[src/rtl/uart_pkg.sv]
// Shared types and timing constants for the UART command path.
package uart_pkg;

    localparam int BAUD_CYCLES     = 2604;
    localparam int BYTE_CYCLES     = 10 * BAUD_CYCLES;
    localparam int TIMEOUT_DEFAULT = 2 * BYTE_CYCLES;

    typedef enum logic [1:0] {
        WAIT_HI   = 2'd0,
        WAIT_LO   = 2'd1,
        CMD_VALID = 2'd2
    } cmd_asm_state_t;

endpackage

[src/rtl/uart_cmd_assembler_if.sv]
// Byte-in / command-out handshake bundle between UART receiver, assembler and command processor.
interface uart_cmd_assembler_if;

    logic [7:0]  rx_data;
    logic        rx_rdy;
    logic        clr_rx_rdy;
    logic        clr_cmd_rdy;
    logic [15:0] cmd;
    logic        cmd_rdy;
    logic        busy;
    logic        frame_err;

    modport master (
        output rx_data, rx_rdy, clr_cmd_rdy,
        input  clr_rx_rdy, cmd, cmd_rdy, busy, frame_err
    );

    modport slave (
        input  rx_data, rx_rdy, clr_cmd_rdy,
        output clr_rx_rdy, cmd, cmd_rdy, busy, frame_err
    );

endinterface

[src/rtl/uart_cmd_assembler.sv]
// Pairs received bytes into 16-bit commands {high, low}; an inter-byte timeout
// drops an orphaned high byte so the stream resynchronises.
module uart_cmd_assembler
    import uart_pkg::*;
#(
    parameter  int TIMEOUT = TIMEOUT_DEFAULT,
    localparam int TO_W    = $clog2(TIMEOUT + 1)
) (
    input  logic                 clk,
    input  logic                 rst,
    uart_cmd_assembler_if.slave  bus
);

    localparam logic [TO_W-1:0] TO_LAST = TO_W'(TIMEOUT - 1);
    localparam logic [TO_W-1:0] TO_ONE  = TO_W'(1);

    cmd_asm_state_t  state_r;
    logic [7:0]      hi_byte_r;
    logic [TO_W-1:0] timer_r;
    logic [15:0]     cmd_r;
    logic            cmd_rdy_r;
    logic            clr_rx_rdy_r;
    logic            busy_r;
    logic            frame_err_r;

    logic            accept_s;
    logic            timeout_s;

    // Byte acceptance: the clr_rx_rdy guard stops a byte being taken twice while rdy decays.
    always_comb begin
        accept_s  = 1'b0;
        timeout_s = 1'b0;
        if ((state_r == WAIT_HI) || (state_r == WAIT_LO)) begin
            accept_s = bus.rx_rdy & ~clr_rx_rdy_r;
        end else begin
            accept_s = 1'b0;
        end
        if (state_r == WAIT_LO) begin
            timeout_s = (timer_r == TO_LAST);
        end else begin
            timeout_s = 1'b0;
        end
    end

    // Assembler FSM with registered handshake and status outputs.
    always_ff @(posedge clk) begin
        if (rst) begin
            state_r      <= WAIT_HI;
            hi_byte_r    <= 8'h00;
            timer_r      <= '0;
            cmd_r        <= 16'h0000;
            cmd_rdy_r    <= 1'b0;
            clr_rx_rdy_r <= 1'b0;
            busy_r       <= 1'b0;
            frame_err_r  <= 1'b0;
        end else begin
            clr_rx_rdy_r <= accept_s;
            frame_err_r  <= 1'b0;
            case (state_r)
                WAIT_HI: begin
                    if (accept_s) begin
                        hi_byte_r <= bus.rx_data;
                        timer_r   <= '0;
                        busy_r    <= 1'b1;
                        state_r   <= WAIT_LO;
                    end
                end
                WAIT_LO: begin
                    // Acceptance outranks a timeout landing in the same cycle.
                    if (accept_s) begin
                        cmd_r     <= {hi_byte_r, bus.rx_data};
                        cmd_rdy_r <= 1'b1;
                        busy_r    <= 1'b0;
                        state_r   <= CMD_VALID;
                    end else if (timeout_s) begin
                        hi_byte_r   <= 8'h00;
                        timer_r     <= '0;
                        busy_r      <= 1'b0;
                        frame_err_r <= 1'b1;
                        state_r     <= WAIT_HI;
                    end else begin
                        timer_r <= timer_r + TO_ONE;
                    end
                end
                CMD_VALID: begin
                    if (bus.clr_cmd_rdy) begin
                        cmd_rdy_r <= 1'b0;
                        state_r   <= WAIT_HI;
                    end
                end
                default: begin
                    timer_r   <= '0;
                    cmd_rdy_r <= 1'b0;
                    busy_r    <= 1'b0;
                    state_r   <= WAIT_HI;
                end
            endcase
        end
    end

    assign bus.cmd        = cmd_r;
    assign bus.cmd_rdy    = cmd_rdy_r;
    assign bus.clr_rx_rdy = clr_rx_rdy_r;
    assign bus.busy       = busy_r;
    assign bus.frame_err  = frame_err_r;

endmodule

[src/flat_wrapper.sv]
// flat-port wrapper written by rule: the top's interface ports become plain ports
module uart_cmd_assembler_flat import uart_pkg::*;
#(
    parameter  int TIMEOUT = TIMEOUT_DEFAULT,
    localparam int TO_W    = $clog2(TIMEOUT + 1)
)
  (clk, rst, bus_rx_data, bus_rx_rdy, bus_clr_cmd_rdy, bus_clr_rx_rdy, bus_cmd, bus_cmd_rdy, bus_busy, bus_frame_err);
  uart_cmd_assembler_if bus_i ();
  input  logic clk;
  input  logic rst;
  input wire logic [$bits(bus_i.rx_data)-1:0] bus_rx_data;
  input wire logic [$bits(bus_i.rx_rdy)-1:0] bus_rx_rdy;
  input wire logic [$bits(bus_i.clr_cmd_rdy)-1:0] bus_clr_cmd_rdy;
  output wire logic [$bits(bus_i.clr_rx_rdy)-1:0] bus_clr_rx_rdy;
  output wire logic [$bits(bus_i.cmd)-1:0] bus_cmd;
  output wire logic [$bits(bus_i.cmd_rdy)-1:0] bus_cmd_rdy;
  output wire logic [$bits(bus_i.busy)-1:0] bus_busy;
  output wire logic [$bits(bus_i.frame_err)-1:0] bus_frame_err;
  assign bus_i.rx_data = bus_rx_data;
  assign bus_i.rx_rdy = bus_rx_rdy;
  assign bus_i.clr_cmd_rdy = bus_clr_cmd_rdy;
  assign bus_clr_rx_rdy = bus_i.clr_rx_rdy;
  assign bus_cmd = bus_i.cmd;
  assign bus_cmd_rdy = bus_i.cmd_rdy;
  assign bus_busy = bus_i.busy;
  assign bus_frame_err = bus_i.frame_err;
  uart_cmd_assembler #(.TIMEOUT(TIMEOUT)) u_core (.clk(clk), .rst(rst), .bus(bus_i));
endmodule
[config.mk]
export PLATFORM = sky130hd
export DESIGN_NAME = uart_cmd_assembler_flat
export DESIGN_NICKNAME = d
export VERILOG_FILES = /design/src/rtl/uart_pkg.sv /design/src/rtl/uart_cmd_assembler_if.sv /design/src/rtl/uart_cmd_assembler.sv /design/src/flat_wrapper.sv
export SDC_FILE = /design/constraint.sdc
export NUM_CORES = 1
export LEC_CHECK = 0
export ABC_AREA = 1
export BUFFER_PORTS_ARGS = -buffer_cell sky130_fd_sc_hd__buf_2
export CORE_MARGIN = 2
export CORE_UTILIZATION = 60
export CTS_CLUSTER_DIAMETER = 150
export DETAILED_ROUTE_END_ITERATION = 8
export PLACE_DENSITY = 0.88
export SLEW_MARGIN = 30
export SYNTH_ARGS = -nofsm -noshare
export SYNTH_HDL_FRONTEND = slang
export SYNTH_SLANG_ARGS = --single-unit
[constraint.sdc]
create_clock -name clk -period 2 [get_ports clk]
set_input_delay 0.6 -clock clk [delete_from_list [all_inputs] [get_ports clk]]
set_output_delay 0.6 -clock clk [all_outputs]
set_load 0.02 [all_outputs]
==> results.json <==
{
  "drv_slew": 0,
  "setup_viol": 0,
  "die_h_microns": 62.3,
  "layout.cells.non_filler": 365,
  "gp_congestion": 0.897,
  "cts_buffers": 5,
  "clock-root-buffer": "clkbuf_4",
  "antenna_left": 0,
  "post-synth-top-area-fraction_pct": 45.2,
  "fin_crit_ps": 1770,
  "synth.area.top_cells": "dfxtp_1, nor2_1, nand2_1",
  "hold-worst-slack_ps": 478,
  "seqCellArea_sq_um": 921,
  "via_per_inst": 5.15,
  "rsz0062_at_grt": "no",
  "grt_max_degree": 21,
  "placed_cells": 357,
  "detail_route.wl_per_cell_microns": 11.9,
  "port_buffers": 31,
  "synth_cells": 286,
  "fp.dieArea_sq_um": 3880,
  "yosysWarnings": 0,
  "drt_iter0_markers": 149,
  "ir_drop_v": 0.000615,
  "fillers": 310,
  "ys_seq_area_share_pct": 45.2,
  "rows": 21,
  "overflow": 0,
  "crit_path_start_kind": "flip-flop",
  "ys_ff_latch": 46,
  "finalWirelength_mm": 4.33,
  "area_growth_pct": 11.3,
  "start_util_pct": 61.6,
  "crit_fanout": 11,
  "core_sq_um": 3310,
  "cts_tree": "built",
  "synth_nets": 299,
  "avgSynthCellArea_sq_um": 7.13,
  "clock_latency_ps": 350,
  "outcome": "completed",
  "fp.dieW_microns": 62.3,
  "period_share_pct": 88.7,
  "setup_tns_ps": 0,
  "max-cap-violations": 0,
  "synth_top_cell_by_area": "dfxtp_1",
  "maxSlewHeadroom_pct": 68.3,
  "io_pins": 32,
  "grt_pass1_vias": 1733,
  "cp.required_ps": 2230,
  "p_per_area_nw_per_um2": 725,
  "cts_setup_buffers": 0,
  "dp_hpwl_mm": 3.20,
  "fin_skew_ps": 8.65,
  "endpoint_kind": "flip-flop",
  "worstMarginPinSlew_ps": 475,
  "vias": 1881,
  "reg2reg_setup_slack_ps": 230,
  "worstSetupPathType": "reg -> reg",
  "clock-sinks": 46,
  "nets": 331,
  "h-tree-depth": 2,
  "ys_types": 26,
  "synth_area_sq_um": 2040,
  "grt_pass1_wl_mm": 7.59,
  "antenna_cells": 0,
  "route.detailed.drc": 0,
  "p_leak_nw": 0.942,
  "max_freq_mhz": 564,
  "worst_hold_path_type": "reg -> reg",
  "path_clk_slew_ps": 140,
  "layout-drive-gt1-share_pct": 20.7,
  "track_usage_pct": 24.1,
  "cts_resized": 0,
  "multiInputGateArea_sq_um": 951,
  "ctsLongestPathBuffers": 2,
  "drt_pass1_iterations": 5,
  "arrival_ps": 2010,
  "grt_antenna_before_repair": 0,
  "hold_buffers": 0,
  "finalHoldViolations": 0
}
-- cell usage in the layout, fill, tap and decap left out, drive strengths merged --
| cell | Yosys | layout |
|---|---|---|
| xor2 | 1 | 1 |
| clkinv | 0 | 2 |
| or2 | 1 | 1 |
| clkbuf | 4 | 5 |
| a31oi | 1 | 1 |
| ha | 1 | 1 |
| nor2 | 69 | 69 |
| clkinvlp | 0 | 1 |
| nand3 | 18 | 18 |
| o21ai | 21 | 21 |
| a21oi | 17 | 17 |
| a21o | 1 | 1 |
| nand4 | 3 | 3 |
| nand2 | 63 | 63 |
| buf | 5 | 34 |
| nor3 | 8 | 8 |
| inv | 27 | 27 |
| dfxtp | 46 | 46 |
-- cell families after synthesis --
kind of cell / Yosys count / share of synthesized area, %
compound gates: 40 / 10.2
fa+ha+maj: 1 / 0.613
flops: 46 / 45.2
buf+inv: 36 / 8.22
xor+xnor: 1 / 0.430
simple gates: 162 / 35.3
-- synthesized netlist by cell type (all sizes together) --
library cell,count
nor2,69
nand2,63
dfxtp,46
inv,27
o21ai,21
nand3,18
a21oi,17
nor3,8
buf,5
clkbuf,4
nand4,3
a21o,1
a31oi,1
ha,1
or2,1
xor2,1
-- state kept, by name, indices dropped and copies added (netlist names) --
signal	count
u_core.bus.cmd_rdy	1
u_core.bus.clr_rx_rdy	1
u_core.state_r	2
u_core.bus.cmd	16
u_core.bus.busy	1
u_core.hi_byte_r	8
u_core.timer_r	16
u_core.bus.frame_err	1
-- cell type report --
cell class,count,share of cell area (%)
clock buffer,5,1.65
tap,46,2.54
clock inverter,3,0.937
sequential,46,40.6
multi-input combinational,204,41.9
inverter,27,4.58
timing repair buffer,34,7.83
-- through the flow --
| stage | power [mW] | setup WS [ps] | utilization, % | cell area, sq um |
|---|---|---|---|---|
| 3_3_place_gp | 1.22 | 193 | 66.8 | 2210 |
| 3_5_place_dp | 1.23 | 146 | 66.8 | 2210 |
| 6_report | 1.65 | 225 | 68.6 | 2270 |
| 2_1_floorplan | 1.17 | 536 | - | 2040 |
| 4_1_cts | 1.66 | 241 | 68.6 | 2270 |
| 5_1_grt | 1.73 | 63.6 | 68.6 | 2270 |
-- power breakdown --
group          switching (mW)  leakage [nW]  internal [mW]
clock                   0.299        0.0312          0.137
sequential             0.0231         0.374          0.955
combinational           0.160         0.537         0.0733
total                   0.482         0.942           1.16
-- routing by layer --
metal | vias up | track usage, % | part of all wire, %
li1 | 972 | - | -
met1 | 846 | 31.2 | 46
met2 | 63 | 40.8 | 49
met3 | 0 | 4.35 | 5.2
met4 | 0 | 8.33 | 0
met5 | - | 0 | 0
-- worst paths after layout --
path / to / from / depth (start not counted)
setup / recovery: u_core.timer_r[2] / u_core.timer_r[0] / 8
hold / removal: u_core.hi_byte_r[0] / u_core.hi_byte_r[0] / 2
setup reg to reg: u_core.timer_r[2] / u_core.timer_r[0] / 8
hold reg to reg: u_core.hi_byte_r[0] / u_core.hi_byte_r[0] / 2
-- worst max-delay path, cell delays in order, from the launching register on --
cell and delay (ps):
dfxtp_1 390, ha_1 210, nand3_1 200, nor2_1 150, nand2_1 70, nand2_1 120
nand2_1 60, nand2_1 360, nor2_1 110
No activity file was read; power rests on OpenSTA's default activity.
